$ cat src/rtl/time_pkg.sv
// Shared types and BCD arithmetic for the MM:SS time datapath.
package time_pkg;

  // Four BCD digits of a minutes:seconds value.
  typedef struct packed {
    logic [3:0] min_t;
    logic [3:0] min_o;
    logic [3:0] sec_t;
    logic [3:0] sec_o;
  } bcd_time_t;

  localparam bcd_time_t TIME_ZERO = '0;

  // Add one second; 59:59 wraps to 00:00.
  function automatic bcd_time_t bcd_inc_sec(input bcd_time_t t);
    bcd_time_t r;
    r = t;
    if (t.sec_o != 4'd9) begin
      r.sec_o = t.sec_o + 4'd1;
    end else begin
      r.sec_o = 4'd0;
      if (t.sec_t != 4'd5) begin
        r.sec_t = t.sec_t + 4'd1;
      end else begin
        r.sec_t = 4'd0;
        if (t.min_o != 4'd9) begin
          r.min_o = t.min_o + 4'd1;
        end else begin
          r.min_o = 4'd0;
          r.min_t = (t.min_t == 4'd5) ? 4'd0 : t.min_t + 4'd1;
        end
      end
    end
    return r;
  endfunction

  // Subtract one second; the caller never applies this at 00:00.
  function automatic bcd_time_t bcd_dec_sec(input bcd_time_t t);
    bcd_time_t r;
    r = t;
    if (t.sec_o != 4'd0) begin
      r.sec_o = t.sec_o - 4'd1;
    end else begin
      r.sec_o = 4'd9;
      if (t.sec_t != 4'd0) begin
        r.sec_t = t.sec_t - 4'd1;
      end else begin
        r.sec_t = 4'd5;
        if (t.min_o != 4'd0) begin
          r.min_o = t.min_o - 4'd1;
        end else begin
          r.min_o = 4'd9;
          r.min_t = (t.min_t == 4'd0) ? 4'd5 : t.min_t - 4'd1;
        end
      end
    end
    return r;
  endfunction

endpackage

$ cat src/rtl/time_datapath_tick_gen.sv
// One-second prescaler: counts while run is high, strobes tick on the last count.
module tick_gen #(
  parameter int TICK_DIV = 10000000,
  parameter int TICK_W   = 24
) (
  input  logic clk,
  input  logic nrst,
  input  logic run,
  input  logic clr,
  output logic tick
);

  localparam logic [TICK_W-1:0] LAST = TICK_W'(TICK_DIV - 1);

  logic [TICK_W-1:0] cnt;

  // Prescaler register: held at zero unless running, wraps at the last count.
  // NOTE: state in always_ff uses non-blocking assignments so every register
  // samples pre-edge values regardless of statement order.
  always_ff @(posedge clk or negedge nrst) begin
    if (!nrst) begin
      cnt <= '0;
    end else if (clr || !run) begin
      cnt <= '0;
    end else if (cnt == LAST) begin
      cnt <= '0;
    end else begin
      cnt <= cnt + 1'b1;
    end
  end

  // Strobe for the single cycle spent on the last count.
  assign tick = run && !clr && (cnt == LAST);

endmodule

$ cat src/rtl/time_datapath.sv
// BCD MM:SS stopwatch/timer datapath with last-time capture and registered display.
module time_datapath
  import time_pkg::*;
#(
  parameter int TICK_DIV = 10000000,
  parameter int TICK_W   = 24
) (
  input  logic        clk,
  input  logic        nrst,
  input  logic        clear,
  input  logic        enable,
  input  logic        enable_increment,
  input  logic        inc_pulse,
  input  logic        enable_decrement,
  input  logic        write,
  input  logic        read,
  input  logic [1:0]  output_select,
  output logic        flag,
  output logic        tick,
  output logic [15:0] disp
);

  bcd_time_t count;
  bcd_time_t last;
  bcd_time_t count_inc;
  bcd_time_t count_dec;
  logic      run;
  logic [15:0] disp_next;

  // Prescaler only runs in a counting mode; set mode and clear hold it at zero.
  assign run = (enable || enable_decrement) && !clear && !enable_increment;

  tick_gen #(
    .TICK_DIV (TICK_DIV),
    .TICK_W   (TICK_W)
  ) u_tick_gen (
    .clk  (clk),
    .nrst (nrst),
    .run  (run),
    .clr  (clear),
    .tick (tick)
  );

  assign count_inc = bcd_inc_sec(count);
  assign count_dec = bcd_dec_sec(count);

  // Counter and sticky flag, priority clear > set > count-up > count-down.
  always_ff @(posedge clk or negedge nrst) begin
    if (!nrst) begin
      count <= TIME_ZERO;
      flag  <= 1'b0;
    end else if (clear) begin
      count <= TIME_ZERO;
      flag  <= 1'b0;
    end else if (enable_increment) begin
      if (inc_pulse) count <= count_inc;
    end else if (enable) begin
      if (tick) count <= count_inc;
    end else if (enable_decrement) begin
      if (count == TIME_ZERO) begin
        flag <= 1'b1;
      end else if (tick) begin
        count <= count_dec;
        if (count_dec == TIME_ZERO) flag <= 1'b1;
      end
    end
  end

  // Last-time capture takes the value before this edge's counter update.
  always_ff @(posedge clk or negedge nrst) begin
    if (!nrst) begin
      last <= TIME_ZERO;
    end else if (write) begin
      last <= count;
    end
  end

  // Display source select; read overrides output_select.
  // NOTE: disp_next gets a default first so no path leaves it unassigned,
  // which would otherwise infer a latch.
  always_comb begin
    disp_next = 16'h0000;
    if (read) begin
      disp_next = last;
    end else begin
      case (output_select)
        2'b01:   disp_next = count;
        2'b10:   disp_next = last;
        2'b11:   disp_next = count;
        default: disp_next = 16'h0000;
      endcase
    end
  end

  // Registered display output, one cycle behind the selected source.
  always_ff @(posedge clk or negedge nrst) begin
    if (!nrst) begin
      disp <= 16'h0000;
    end else begin
      disp <= disp_next;
    end
  end

endmodule

$ cat config.mk
export PLATFORM = sky130hd
export DESIGN_NAME = time_datapath
export DESIGN_NICKNAME = d
export VERILOG_FILES = /design/src/rtl/time_pkg.sv /design/src/rtl/time_datapath_tick_gen.sv /design/src/rtl/time_datapath.sv
export SDC_FILE = /design/constraint.sdc
export NUM_CORES = 1
export LEC_CHECK = 0
export ABC_AREA = 1
export BUFFER_PORTS_ARGS = -buffer_cell sky130_fd_sc_hd__buf_4
export CORE_ASPECT_RATIO = 0.5
export CORE_UTILIZATION = 30
export CTS_CLUSTER_DIAMETER = 30
export DETAILED_ROUTE_END_ITERATION = 12
export SYNTH_ARGS = -nofsm -noshare
export SYNTH_HDL_FRONTEND = slang
export SYNTH_SLANG_ARGS = --single-unit
$ cat constraint.sdc
create_clock -name clk -period 1.7 [get_ports clk]
set_input_delay 0 -clock clk [delete_from_list [all_inputs] [get_ports clk]]
set_output_delay 0 -clock clk [all_outputs]
set_load 0.01 [all_outputs]
==> reports/results.tsv <==
stage	metric	value	unit
setup_path	critPathMaxStageDelay	0.39	ns
grt	grt.total_usage	0.1668	
routing	route.detailed.drc	0	
setup_path	critical_path.startpoint_type	register	
timing	rsz0062_at_grt	true	
layout	antenna_cells	0	
synth	synth.cell_area	4282	µm²
setup_path	r2r_cells	12	
timing	hold_slack	0.05122	ns
job	drv_cap	0	
routing	vias	4145	
floorplan	core-area	13740	µm²
routing	drtAntennaViolNets	0	
floorplan	pin_count	29	
layout	syn2layout_area_growth	46.79	%
setup_path	r2r_start	count[1]	
setup_path	cp_common_cell	nand2_4	
power	ir_drop	0.3961	mV
timing	max_freq	515.9	MHz
setup_path	critPathBufInv	3	
synth	synth-seq-cells	73	
setup_path	rrSetupSlack	-0.24	ns
setup_path	crit_chain	inv_2, ha_4, nand2_4, nor2_4, nand2_4, nor2_8, a31oi_2, nand2_2, a21oi_4, buf_12, clkbuf_16, o22ai_2	
timing	min_period	1.939	ns
layout	drive_gt1_frac	0.3765	
cts	cts_tree	yes	
routing	viasPerCell	4.753	
cts	clock-sinks	73	
place	port_buffers	28	
cts	clockBufferDepth	2	
grt	grt_pass1_wl	19.17	mm
timing	period_share	1.140	
grt	grt-ovfl-total	0	
timing	hold_viol	0	
grt	antenna_found_initial	0	
floorplan	start_util	0.3117	
outcome	status	complete, but fails checks	
place	gp_congestion	0.8547	
setup_path	path_class	register to register	
setup_path	cp_max_fo	6	
timing	fin_skew	0.008352	ns
timing	maxSlewHeadroom	0.6949	
power	power.density	983.7	nW/µm²
synth	syn_nets	552	
hold_path	hold_path_end	flag	
synth	yosysSeqAreaShare	0.4267	
setup_path	crit_slowest_cell	dfrtp_1	
synth	syn_area_per_cell	8.109	µm²
synth	synthCells	528	
timing	setup_violations	22	
cts	h-tree-depth	3	
hold_path	min_from	enable_decrement	
routing	post_drt_wl_per_cell	13.73	µm
cts	cts.clk_slew.worst_paths	0.06	ns
synth	yosys.cell_types.count	43	
floorplan	die-area	14780	µm²
hold_path	whs_path_depth	5	
layout	nFillCells	1320	
power	p_total	6.182	mW
grt	use_met1	0.2118	
power	leakage	2.903	nW
timing	tightest_slew	0.4572	ns
timing	slew_viol_final	0	
grt	busiest_layer	met2	
hold_path	hold_class	primary input to register	
grt	grt_util_met3	0.02968	
cts	clk_latency	0.34	ns
place	hpwlAfterDp	8.158	mm
grt	globalRouteMet2Util	0.2839	
outcome	violations	setup timing	
setup_path	cp.arrival	2.20	ns
grt	grt_pass1_vias	3935	
cts	cts-root-buf	clkbuf_16	
setup_path	rr_endpoint	count[4]	
synth	ys.warnings.count	0	
routing	routed_wl	11.98	mm
setup_path	endpoint_kind	register	
floorplan	chipWidth	171.0	µm
floorplan	die_y	86.48	µm
cts	cts_buffers	9	
floorplan	fp-row-count	30	
grt	grt_max_degree	43	
routing	drt_iter0_drc	296	
setup_path	crit_family	simple AND/OR/NAND/NOR gates	
setup_path	worstPathRequired	1.97	ns
layout	nNetsFinal	699	
timing	worst_slack	-0.2385	ns
routing	firstDrtPassIters	4	
kinds of logic after synthesis:
group	Yosys count	synth area share
xor+xnor	12	0.02455
buf+inv	85	0.08124
compound gates	116	0.1777
flops	73	0.4267
fa+ha+maj	13	0.03799
simple gates	229	0.2519
cell usage in the layout (no fill, tap or decap), types with 16 or more instances in the layout:
master   instances
nand3_1         28
o21ai_0         39
inv_1           55
nor2_1          47
o32ai_1         16
buf_4          138
nand2_1         89
dfrtp_1         72
a21oi_1         18
what timing repair did:
action                     CTS  global route
setup buffers                7            13
cloned                       0             2
pin swaps                   11            25
hold buffers                 3             0
setup endpoints to repair   21            30
hold endpoints to repair    33             0
gates resized for setup     21            51
cell type report:
cell class	count	area [µm²]	share of cell area
clock inverters	7	93.84	0.01493
inverters	69	265.3	0.04221
flip-flops and latches	73	1828	0.2909
multi-input cells	370	2380	0.3787
repair buffers	152	1252	0.1993
clock buffers	9	225.2	0.03584
well taps	192	240.2	0.03822
per-stage QoR:
stage / util / TNS [ns] / std cells / cell area, µm² / setup WS [ns]
2_1_floorplan: - / -0.8253 / 528 / 4327 / -0.07158
3_3_place_gp: 0.3987 / -1.428 / 833 / 5478 / -0.1270
3_5_place_dp: 0.3987 / -2.013 / 833 / 5478 / -0.1739
4_1_cts: 0.4331 / -2.296 / 859 / 5949 / -0.1533
5_1_grt: 0.4575 / -6.269 / 872 / 6285 / -0.3673
6_report: 0.4575 / -3.577 / 872 / 6285 / -0.2385
state kept, by name, summed over array words and instances, names as in the netlist:
register,flops
disp,16
flag,1
u_tick_gen.cnt,24
last,16
count,16
how the worst max path moves through the flow:
stage / cells past startpoint / endpoint / slack (ns) / from
floorplan: 12 / count[0] / -0.07 / count[0]
detailed placement: 15 / flag / -0.17 / count[1]
finish: 12 / count[4] / -0.24 / count[1]
global route: 17 / flag / -0.37 / count[1]
global placement: 14 / flag / -0.13 / count[1]
CTS: 14 / flag / -0.15 / count[1]
metal layers:
| metal | up-vias | routed length (µm) | part of all wire |
|---|---|---|---|
| met1 | 1988 | 5517 | 0.46 |
| met4 | 0 | 316 | 0.026 |
| li1 | 2061 | - | - |
| met2 | 71 | 5696 | 0.48 |
| met3 | 25 | 445 | 0.037 |
| met5 | - | 0 | 0 |
report_power, final:
part           leakage [nW]  switching [mW]  internal [mW]
sequential            0.997          0.0764           1.89
clock                 0.152           0.767           1.28
combinational          1.75            1.17          0.992
total                  2.90            2.01           4.17
Yosys cell counts, drive strengths merged:
cell type	count	area share
xnor2	3	0.0061
or2	1	0.0015
dfrtp	73	0.43
nor3b	3	0.0064
o31ai	1	0.0018
a22oi	1	0.0018
nor2	65	0.074
o22ai	13	0.034
o21ai	53	0.062
o211ai	1	0.0018
nand2	103	0.096
xor2	9	0.018
nand4	8	0.012
nor4	1	0.0015
a211oi	1	0.0018
clkinv	2	0.0020
o32ai	16	0.033
o21a	3	0.0053
inv	67	0.059
ha	13	0.038
a31oi	2	0.0044
buf	6	0.012
a41oi	1	0.0020
nand3	37	0.046
nor3	11	0.015
clkbuf	10	0.0088
a21oi	24	0.031
tightest hold or removal path: stages:
cell and delay [ns]:
buf_4 0.12, nor2_1 0.07, nor2_1 0.05, nand2_1 0.06
a21oi_2 0.05
Power figures use the tool's default switching activity.
